<file path="config.mk">
export PLATFORM = sky130hd
export DESIGN_NAME = rotation_key_scheduler_flat
export DESIGN_NICKNAME = d
export VERILOG_FILES = /design/src/rtl/rotation_key_scheduler_pkg.sv /design/src/rtl/rotation_key_scheduler_if.sv /design/src/rtl/rotation_key_scheduler_key_lfsr.sv /design/src/rtl/rotation_key_scheduler.sv /design/src/flat_wrapper.sv
export SDC_FILE = /design/constraint.sdc
export NUM_CORES = 1
export LEC_CHECK = 0
export BUFFER_PORTS_ARGS = -buffer_cell sky130_fd_sc_hd__buf_2
export CAP_MARGIN = 10
export CORE_MARGIN = 2
export CORE_UTILIZATION = 40
export DETAILED_ROUTE_END_ITERATION = 10
export GPL_TIMING_DRIVEN = 0
export SYNTH_ARGS = -nofsm -noshare
export SYNTH_HDL_FRONTEND = slang
export SYNTH_SLANG_ARGS = --single-unit
</file>
<file path="constraint.sdc">
create_clock -name clk -period 2.61 [get_ports clk]
set_input_delay 0.6525 -clock clk [delete_from_list [all_inputs] [get_ports clk]]
set_output_delay 0.6525 -clock clk [all_outputs]
set_load 0.01 [all_outputs]
</file>
<file path="src/rtl/rotation_key_scheduler_pkg.sv">
// rotation_key_scheduler_pkg
// Shared constants and the controller state type for the rotation key
// scheduler: LFSR feedback polynomial, the seed used in place of an all-zero
// seed, and the FSM state enum.
package rotation_key_scheduler_pkg;

    localparam int LFSR_W = 32;

    // Galois right-shift feedback taps
    localparam logic [LFSR_W-1:0] LFSR_POLY    = 32'h8020_0003;
    // An all-zero LFSR never leaves zero, so a zero seed is replaced by this
    localparam logic [LFSR_W-1:0] DEFAULT_SEED = 32'h0000_0001;

    typedef enum logic [1:0] {
        ST_IDLE       = 2'd0,
        ST_WAIT_FRAME = 2'd1,
        ST_RUN        = 2'd2
    } state_t;

endpackage

</file>
<file path="src/rtl/rotation_key_scheduler_if.sv">
// rotation_key_scheduler_if
// Seed offer handshake between the seed source and the key scheduler.
//   seed_in    : seed value offered
//   seed_valid : source is offering seed_in
//   seed_ready : scheduler's pending-seed slot is empty
// A transfer happens on a clock edge where seed_valid and seed_ready are both 1.
interface rotation_key_scheduler_if
    import rotation_key_scheduler_pkg::*;
#(
    parameter int SEED_WIDTH = LFSR_W
);
    logic [SEED_WIDTH-1:0] seed_in;
    logic                  seed_valid;
    logic                  seed_ready;

    modport master (output seed_in, output seed_valid, input seed_ready);
    modport slave  (input seed_in, input seed_valid, output seed_ready);
endinterface

</file>
<file path="src/rtl/rotation_key_scheduler_key_lfsr.sv">
// rotation_key_scheduler_key_lfsr
// Holds the Galois LFSR state. A load replaces the state with the seed (zero
// seed mapped to DFLT); a step advances it once. Load and step in the same
// cycle step once from the freshly loaded seed. o_key is the low bits of the
// stepped value, so the caller can register the new key in the step cycle.
// Ports:
//   clk, reset_n : clock, async active-low reset (state -> DFLT)
//   i_load       : load i_seed this cycle
//   i_seed       : seed value
//   i_step       : advance the LFSR once this cycle
//   o_key        : low KEY_WIDTH bits of the stepped value
module rotation_key_scheduler_key_lfsr
    import rotation_key_scheduler_pkg::*;
#(
    parameter int               WIDTH     = LFSR_W,
    parameter int               KEY_WIDTH = 8,
    parameter logic [WIDTH-1:0] POLY      = LFSR_POLY,
    parameter logic [WIDTH-1:0] DFLT      = DEFAULT_SEED
) (
    input  logic                 clk,
    input  logic                 reset_n,
    input  logic                 i_load,
    input  logic [WIDTH-1:0]     i_seed,
    input  logic                 i_step,
    output logic [KEY_WIDTH-1:0] o_key
);

    logic [WIDTH-1:0] r_state;
    logic [WIDTH-1:0] w_base;
    logic [WIDTH-1:0] w_stepped;
    logic [WIDTH-1:0] w_next;

    always_comb begin
        w_base    = r_state;
        if (i_load) begin
            w_base = (i_seed == '0) ? DFLT : i_seed;
        end
        w_stepped = {1'b0, w_base[WIDTH-1:1]} ^ (w_base[0] ? POLY : '0);
        w_next    = i_step ? w_stepped : w_base;
    end

    always_ff @(posedge clk or negedge reset_n) begin
        if (!reset_n) begin
            r_state <= DFLT;
        end else begin
            r_state <= w_next;
        end
    end

    assign o_key = w_stepped[KEY_WIDTH-1:0];

endmodule

</file>
<file path="src/rtl/rotation_key_scheduler.sv">
// rotation_key_scheduler
// Produces the per-line cut position for line_rotator from the sync_parser
// H/V/F flags. The LFSR steps once per active line, holds through vertical
// blanking, and takes new seeds only at frame start (F falling), so scrambler
// and descrambler seeded alike stay in lockstep.
// Ports:
//   clk, reset_n      : clock (one tick per BT.656 word), async active-low reset
//   H, V, F           : sync flags
//   enable            : scrambling enable
//   seed_bus          : seed handshake (seed_in / seed_valid / seed_ready)
//   raw_cut_position  : key to line_rotator
//   cut_update        : one-cycle pulse when a new key is loaded
//   line_index        : active lines since frame start (saturating)
//   key_locked        : LFSR running from a seed applied at a frame start
// Build option:
//   ROTATION_KEY_LINE_MIX_EN : key is XORed with the post-increment line_index
//
// state         | meaning
// ST_IDLE       | disabled, cut forced to 0
// ST_WAIT_FRAME | enabled, cut 0, waiting for first frame start
// ST_RUN        | stepping the key on every active line
module rotation_key_scheduler
    import rotation_key_scheduler_pkg::*;
#(
    parameter int LFSR_WIDTH     = LFSR_W,
    parameter int CUT_WIDTH      = 8,
    parameter int LINE_IDX_WIDTH = 10
) (
    input  logic                      clk,
    input  logic                      reset_n,
    input  logic                      H,
    input  logic                      V,
    input  logic                      F,
    input  logic                      enable,
    rotation_key_scheduler_if.slave   seed_bus,
    output logic [CUT_WIDTH-1:0]      raw_cut_position,
    output logic                      cut_update,
    output logic [LINE_IDX_WIDTH-1:0] line_index,
    output logic                      key_locked
);

    state_t                    r_state;
    state_t                    w_next_state;
    logic                      r_prev_h;
    logic                      r_prev_f;
    logic [LFSR_WIDTH-1:0]     r_pending_seed;
    logic                      r_pending_valid;
    logic [CUT_WIDTH-1:0]      r_cut;
    logic                      r_cut_update;
    logic [LINE_IDX_WIDTH-1:0] r_line_idx;
    logic                      r_key_locked;

    logic                      w_h_rise;
    logic                      w_frame_start;
    logic                      w_xfer;
    logic                      w_apply;
    logic                      w_step;
    logic                      w_clear_idx;
    logic                      w_cut_zero;
    logic                      w_lock_clr;
    logic [LINE_IDX_WIDTH-1:0] w_idx_base;
    logic [LINE_IDX_WIDTH-1:0] w_idx_next;
    logic [CUT_WIDTH-1:0]      w_lfsr_key;
    logic [CUT_WIDTH-1:0]      w_key;

    assign w_h_rise      = H & ~r_prev_h;
    assign w_frame_start = ~F & r_prev_f;
    assign w_xfer        = seed_bus.seed_valid & ~r_pending_valid;

    always_ff @(posedge clk or negedge reset_n) begin
        if (!reset_n) begin
            r_state <= ST_IDLE;
        end else begin
            r_state <= w_next_state;
        end
    end

    always_comb begin
        w_next_state = r_state;
        w_apply      = 1'b0;
        w_step       = 1'b0;
        w_clear_idx  = 1'b0;
        w_cut_zero   = 1'b0;
        w_lock_clr   = 1'b0;
        if (!enable) begin
            w_next_state = ST_IDLE;
            w_cut_zero   = 1'b1;
            w_lock_clr   = 1'b1;
        end else begin
            case (r_state)
                ST_IDLE: begin
                    w_cut_zero   = 1'b1;
                    w_next_state = ST_WAIT_FRAME;
                end
                ST_WAIT_FRAME: begin
                    w_cut_zero = 1'b1;
                    if (w_frame_start) begin
                        w_apply      = r_pending_valid;
                        w_clear_idx  = 1'b1;
                        w_step       = w_h_rise & ~V;
                        w_next_state = ST_RUN;
                    end
                end
                ST_RUN: begin
                    w_step = w_h_rise & ~V;
                    if (w_frame_start) begin
                        w_apply     = r_pending_valid;
                        w_clear_idx = 1'b1;
                    end
                end
                default: begin
                    w_cut_zero   = 1'b1;
                    w_next_state = ST_IDLE;
                end
            endcase
        end
    end

    // Frame-start clear happens before the increment so a coincident active
    // line becomes line 1 of the new frame.
    always_comb begin
        w_idx_base = w_clear_idx ? '0 : r_line_idx;
        w_idx_next = w_idx_base;
        if (w_step && (w_idx_base != '1)) begin
            w_idx_next = w_idx_base + 1'b1;
        end
    end

`ifdef ROTATION_KEY_LINE_MIX_EN
    assign w_key = w_lfsr_key ^ w_idx_next[CUT_WIDTH-1:0];
`else
    assign w_key = w_lfsr_key;
`endif

    rotation_key_scheduler_key_lfsr #(
        .WIDTH     (LFSR_WIDTH),
        .KEY_WIDTH (CUT_WIDTH)
    ) u_key_lfsr (
        .clk     (clk),
        .reset_n (reset_n),
        .i_load  (w_apply),
        .i_seed  (r_pending_seed),
        .i_step  (w_step),
        .o_key   (w_lfsr_key)
    );

    always_ff @(posedge clk or negedge reset_n) begin
        if (!reset_n) begin
            r_prev_h        <= 1'b0;
            r_prev_f        <= 1'b0;
            r_pending_seed  <= '0;
            r_pending_valid <= 1'b0;
            r_cut           <= '0;
            r_cut_update    <= 1'b0;
            r_line_idx      <= '0;
            r_key_locked    <= 1'b0;
        end else begin
            r_prev_h     <= H;
            r_prev_f     <= F;
            r_cut_update <= w_step;
            r_line_idx   <= w_idx_next;

            // A transfer only happens with the slot empty, and an apply only
            // with it full, so the two never collide.
            if (w_xfer) begin
                r_pending_seed  <= seed_bus.seed_in;
                r_pending_valid <= 1'b1;
            end else if (w_apply) begin
                r_pending_valid <= 1'b0;
            end

            if (w_step) begin
                r_cut <= w_key;
            end else if (w_cut_zero) begin
                r_cut <= '0;
            end

            if (w_lock_clr) begin
                r_key_locked <= 1'b0;
            end else if (w_apply) begin
                r_key_locked <= 1'b1;
            end
        end
    end

    assign seed_bus.seed_ready = ~r_pending_valid;
    assign raw_cut_position    = r_cut;
    assign cut_update          = r_cut_update;
    assign line_index          = r_line_idx;
    assign key_locked          = r_key_locked;

endmodule
</file>
<file path="src/flat_wrapper.sv">
// flat-port wrapper written by rule: the top's interface ports become plain ports
module rotation_key_scheduler_flat import rotation_key_scheduler_pkg::*;
#(
    parameter int LFSR_WIDTH     = LFSR_W,
    parameter int CUT_WIDTH      = 8,
    parameter int LINE_IDX_WIDTH = 10
)
  (clk, reset_n, H, V, F, enable, raw_cut_position, cut_update, line_index, key_locked, seed_bus_seed_in, seed_bus_seed_valid, seed_bus_seed_ready);
  rotation_key_scheduler_if seed_bus_i ();
  input  logic clk;
  input  logic reset_n;
  input  logic H;
  input  logic V;
  input  logic F;
  input  logic enable;
  output logic [CUT_WIDTH-1:0] raw_cut_position;
  output logic cut_update;
  output logic [LINE_IDX_WIDTH-1:0] line_index;
  output logic key_locked;
  input wire logic [$bits(seed_bus_i.seed_in)-1:0] seed_bus_seed_in;
  input wire logic [$bits(seed_bus_i.seed_valid)-1:0] seed_bus_seed_valid;
  output wire logic [$bits(seed_bus_i.seed_ready)-1:0] seed_bus_seed_ready;
  assign seed_bus_i.seed_in = seed_bus_seed_in;
  assign seed_bus_i.seed_valid = seed_bus_seed_valid;
  assign seed_bus_seed_ready = seed_bus_i.seed_ready;
  rotation_key_scheduler #(.LFSR_WIDTH(LFSR_WIDTH), .CUT_WIDTH(CUT_WIDTH), .LINE_IDX_WIDTH(LINE_IDX_WIDTH)) u_core (.clk(clk), .reset_n(reset_n), .H(H), .V(V), .F(F), .enable(enable), .seed_bus(seed_bus_i), .raw_cut_position(raw_cut_position), .cut_update(cut_update), .line_index(line_index), .key_locked(key_locked));
endmodule
</file>
Word level (Yosys, flattened, before mapping)
Index checks and enable logic that the tools add are counted.
{"block": "word_totals", "ff_bits": 89, "in_bits": 39}
{"block": "op_classes", "n_addsub": 1, "eq_ne": 6, "n_mux": 26, "bitwise": 9, "n_reduce_logical": 7}
{"cell": "$mux 32", "count": 4}
{"cell": "$logic_not 32->1", "count": 1}
{"cell": "$xor 31x32->32", "count": 1}
{"cell": "$mux 10", "count": 2}
{"cell": "$mux 8", "count": 2}
{"cell": "$mux 1", "count": 14}
{"cell": "$add 10x1->10 const B", "count": 1}
{"cell": "$ne 10x10->1 const B", "count": 1}
{"cell": "$pmux 2 s3", "count": 1}
{"cell": "$and 1x1->1", "count": 4}
{"cell": "$mux 2", "count": 2}
{"cell": "$not 1->1", "count": 4}
{"cell": "$reduce_bool 2->1", "count": 2}
{"cell": "$ne 3x2->1 const B", "count": 1}
{"cell": "$eq 2x1->1 const B", "count": 1}
{"cell": "$eq 2x2->1 const B", "count": 1}
{"cell": "$logic_not 2->1", "count": 1}
{"cell": "$ne 2x1->1 const B", "count": 1}
{"cell": "$ne 2x2->1 const B", "count": 1}
{"cell": "$pmux 1 s2", "count": 1}
{"cell": "$reduce_and 2->1", "count": 1}
{"cell": "$reduce_or 2->1", "count": 1}
{"cell": "$logic_and 1x1->1", "count": 1}

Depth between registers and ports, before layout
{"block": "logic_depth", "ltp_word": 9, "mapped_depth": 12, "ltp_nobuf": 10}

Cells and area by module
Synthesis repeated with hierarchy kept, for this count alone.
{"block": "hier_totals", "cells_unflattened": 302, "area_unflattened_um2": 4244.1}
{"mod": "rotation_key_scheduler", "n_inst": 1, "cells_per_inst": 176, "area_per_inst_um2": 2408.6, "seq_area_each_um2": 1426.4}
{"mod": "rotation_key_scheduler_key_lfsr", "n_inst": 1, "cells_per_inst": 126, "area_per_inst_um2": 1835.5, "seq_area_each_um2": 802.0}

Worst setup path before layout
OpenSTA, ideal clock, no wires.
{"block": "synth_timing", "kind": "flip-flop to flip-flop", "from": "register u_core.r_state[0]", "to": "register u_core.r_line_idx[1] (netlist: u_core.line_index[1])", "setup_ns": 0.125, "arrival_time_ns": 2.511, "required_ns": 2.485, "setup_slack_ns": -0.025, "stages_incl_launch_ff": 12, "path_cell_list": "dfrtp_1 > inv_1 > ha_1 > and4b_1 > buf_2 > clkbuf_1 > nor2b_1 > ha_1 > nand3_1 > nor4_2 > nor2_1 > mux2_2"}
{"block": "synth_between", "elab_chain_cells": 8, "word_cells_on_any_way": 12, "classes_between": "add/sub: 1; eq/ne: 3; mux: 6; reduce/logical: 2"}
{"element": "start: declaration", "line": "rotation_key_scheduler.sv:42", "source": "state_t r_state;"}
{"element": "start signal: assignment", "line": "rotation_key_scheduler.sv:74", "source": "r_state <= w_next_state;"}
{"element": "branches (longest 7 deep; another with $add 10x1->10)"}
{"element": "$mux 10 *", "line": "rotation_key_scheduler.sv:124", "source": "if (w_step && (w_idx_base != '1)) begin"}
{"element": "via u_core.w_idx_next[1]", "line": "rotation_key_scheduler.sv:62", "source": "logic [LINE_IDX_WIDTH-1:0] w_idx_next;"}
{"element": "end signal: assignment", "line": "rotation_key_scheduler.sv:161", "source": "r_line_idx <= w_idx_next;"}
{"element": "end: declaration", "line": "rotation_key_scheduler.sv:50", "source": "logic [LINE_IDX_WIDTH-1:0] r_line_idx;"}
Mark *: on every way through the listed nets, which the timed path passes.
A chain may end at the register's enable or synchronous reset.

Worst setup path in the final report
{"block": "layout_timing", "from": "register u_core.r_state[1]", "to": "register u_core.r_line_idx[5] (netlist: u_core.line_index[5])"}
The elaborated chain is that of the path after synthesis.

==> metrics.md <==
| Metric | Value |
|---|---|
| DIE AREA | 10700 um^2 |
| Most common cell after layout, fill and taps aside | dfrtp_1 |
| DP Worst Slack | -0.396 ns |
| Launch point of the critical path | u_core.r_state[1] |
| H-tree depth | 3 |
| WHS | 0.204 ns |
| Reg2reg end | u_core.line_index[5] |
| Deepest clock path buffer count | 2 |
| HPWL Detailed | 5680 um |
| Asr flop ratio synth | 100% |
| Final Skew | 0.0122 ns |
| Final worst slack | 0.190 ns |
| Synth cell types | 37 |
| Top FF cell, synth | dfrtp_1 |
| Die Span Y | 104 um |
| Critical-path cell list | inv_1, ha_1, and4b_2, buf_8, nor2b_4, ha_4, nand3_4, nor4_4, buf_4, nor4_2, xnor2_1, nor2_1 |
| Pint | 2.96 mW |
| Clock root buffer | clkbuf_8 |
| Worst-skew pair later-pin latency | 0.36 ns |
| Dpl cell area | 4460 um^2 |
| Layout Utilization | 49.7% |
| Syn avg cell area | 12.8 um^2 |
| First-pass GRT wire length | 13600 um |
| Layout area overhead | 21.5% |
| Clk network pwr share | 25.6% |
| Post-Syn Nets | 352 |
| Clock Sinks | 89 |
| Worst-path maximum fanout | 5 |
| Cts hold-fix bufs | 0 |
| Slowest cell on crit path | dfrtp_1 |
| NetSw | 1.21 mW |
| Post-layout nets | 431 |
| Commonest non-fill, non-tap cells in the layout | dfrtp_1, buf_2, mux2i_1, mux2_2, nor2_1 |
| CP peak stage delay | 0.37 ns |
| Core area | 9680 um^2 |
| Maximum capacitance violations | 0 |
| Finished Cell Area | 4820 um^2 |
| Switch share | 28.9% |
| Comb pwr share | 21.8% |
| WP data required | 2.86 ns |
| Flop pwr share | 52.7% |
| Pwr Density | 865 nW/um^2 |
| R2r setup slk | 0.19 ns |
| Top Ports | 60 |
| Die W | 104 um |
| Clock-pin slew on the worst setup and hold paths | 0.09 ns |
| CTS tree | done |
| Largest net degree at the start of global routing | 62 |
| Worst R2R Start | u_core.r_state[1] |
| Max Slew Vio Count | 0 |
| Number of global-route vias before repair | 2850 |
| Vias | 2622 |
| Tightest Pin Transition | 0.763 ns |
| All-Layer GR Usage | 15.9% |
| Register bit total from synthesis | 89 |
| Number of synthesized flops with an enable pin | 0 |
| CP Launch Type | flip-flop |
| First-pass detailed-route iteration total | 4 |
| Std-Cell Rows | 36 |
| Final ANT Viol Nets | 0 |
| Status | completed |
| Post-synthesis cell count | 309 |
| Grt ovf | 0 |
| R2R cell count | 12 |
| Register area share after synthesis | 56.2% |
| DR WL/cell | 15.1 um |
| Post-Route WL | 7960 um |
| Count of final setup violators | 0 |
| Fin crit share | 92.7% |
| GPL Wtd Cong | 0.834 |
| CP endpoint | u_core.line_index[5] |
| Initial DRC Count | 104 |
| DRC violations left | 0 |
| WS Path Type | reg -> reg |
| Vias/cell | 4.98 |
| Layout cells sized above 1 | 36.6% |
| Initial Util | 40.9% |
| Initial antenna violation count | 0 |
| Achievable frequency | 413 MHz |
| Ant. Diodes | 0 |
| Maximum vdd drop | 0.362 mV |
| Cell Area, Synth | 3960 um^2 |
| HP Class | in -> async |
| Max-slew headroom | 48.9% |
| Worst Path Arrival | 2.67 ns |
| Final hold violation count | 0 |
| I/O Buffers | 59 |
| Setup TNS | 0 ns |
| Critical Path Sink Type | flip-flop |
| Crit path time final | 2.42 ns |
| Leakage | 2.54 nW |
| CTS Buf Count | 9 |
| YS warnings | 0 |
## registers in the layout, summed over array words and instances, names as in the netlist
register and cells:
u_core.r_pending_valid 1, u_core.r_prev_f 1, u_core.raw_cut_position 8, u_core.cut_update 1, u_core.r_state 2, u_core.line_index 10, u_core.key_locked 1, u_core.r_pending_seed 32
u_core.r_prev_h 1, u_core.u_key_lfsr.r_state 32
## worst min-delay path by stage
stage | startpoint | end | depth (start not counted)
after floorplan | reset_n | u_core.cut_update | 0
after global placement | u_core.key_locked | u_core.key_locked | 2
after detailed placement | u_core.raw_cut_position[4] | u_core.raw_cut_position[4] | 2
after CTS | reset_n | u_core.r_state[0] | 1
after global routing | reset_n | u_core.r_state[0] | 1
final | reset_n | u_core.r_state[0] | 1
## Yosys cell counts (2+ instances only)
library cell	count	share of area (%)
dfrtp_1	88	56
mux2i_1	59	15
mux2_2	32	9.1
nor2_1	15	1.4
nand2_1	14	1.3
o21ai_0	10	1.3
buf_2	8	1.0
nor4_1	8	1.3
xnor2_1	8	1.8
inv_1	7	0.66
clkbuf_1	6	0.57
a21oi_1	5	0.63
nor2b_1	5	0.79
nor4_2	5	1.6
ha_1	4	1.3
nand4_1	4	0.63
nor3_1	4	0.51
nand3_1	3	0.38
or3_1	3	0.47
a31o_1	2	0.44
nand2b_1	2	0.32
o2111ai_1	2	0.44
## metrics by stage
stage                     cells  power, mW
after global routing        526       4.44
final                       526       4.17
after detailed placement    502       3.13
after CTS                   521       4.21
after global placement      501       3.07
after floorplan             309       2.81
## cell families after synthesis
kind of cell / after synthesis / synth area share [%]
AO/OA/AOI/OAI: 26 / 4.45
XOR/XNOR: 9 / 1.99
adder cells (fa/ha/maj): 4 / 1.26
buffers and inverters: 22 / 2.34
flip-flops: 89 / 56.2
multiplexers: 91 / 24.0
AND/OR/NAND/NOR: 68 / 9.75
## power groups by stage
| stage | logic (mW) | clock network, mW | registers [mW] |
|---|---|---|---|
| global placement | 0.859 | 0 | 2.21 |
| detailed placement | 0.904 | 0 | 2.23 |
| finish | 0.907 | 1.06 | 2.19 |
| floorplan | 0.706 | 0 | 2.11 |
| CTS | 0.912 | 1.10 | 2.20 |
| global route | 1.04 | 1.15 | 2.25 |
## worst max-delay path: cells and delay by family (launching register included)
kind | cells | cell delay, ns
xor gates and xnor gates | 1 | 0.18
adders and majority gates | 2 | 0.45
buffers and inverters | 3 | 0.40
DFF | 1 | 0.37
and+or+nand+nor | 6 | 0.90
## routing by layer
layer / part of all wire, % / global-route usage (%) / vias up
met3: 3.0 / 2.77 / 11
met4: 2.1 / 8.11 / 0
met1: 47 / 21.0 / 1293
met5: 0 / 0 / -
li1: - / - / 1268
met2: 47 / 25.4 / 50
## what timing repair did
| action | in CTS | in global routing |
|---|---|---|
| buffers inserted | 3 | 6 |
| gates resized for setup | 7 | 9 |
| pin swaps | 1 | 4 |
| endpoints found under the setup margin | 10 | 8 |
## cell type report
cell class,count,area (um^2)
Clock inverter,5,77.6
Timing Repair Buffer,69,393
Clock buffer,11,151
Buffer,14,72.6
Sequential cell,89,2230
Tap cell,133,166
Multi-Input combinational cell,198,1700
Fill cell,893,4870
Inverter,7,26.3
Note: power is estimated with default switching activity, not from simulation.
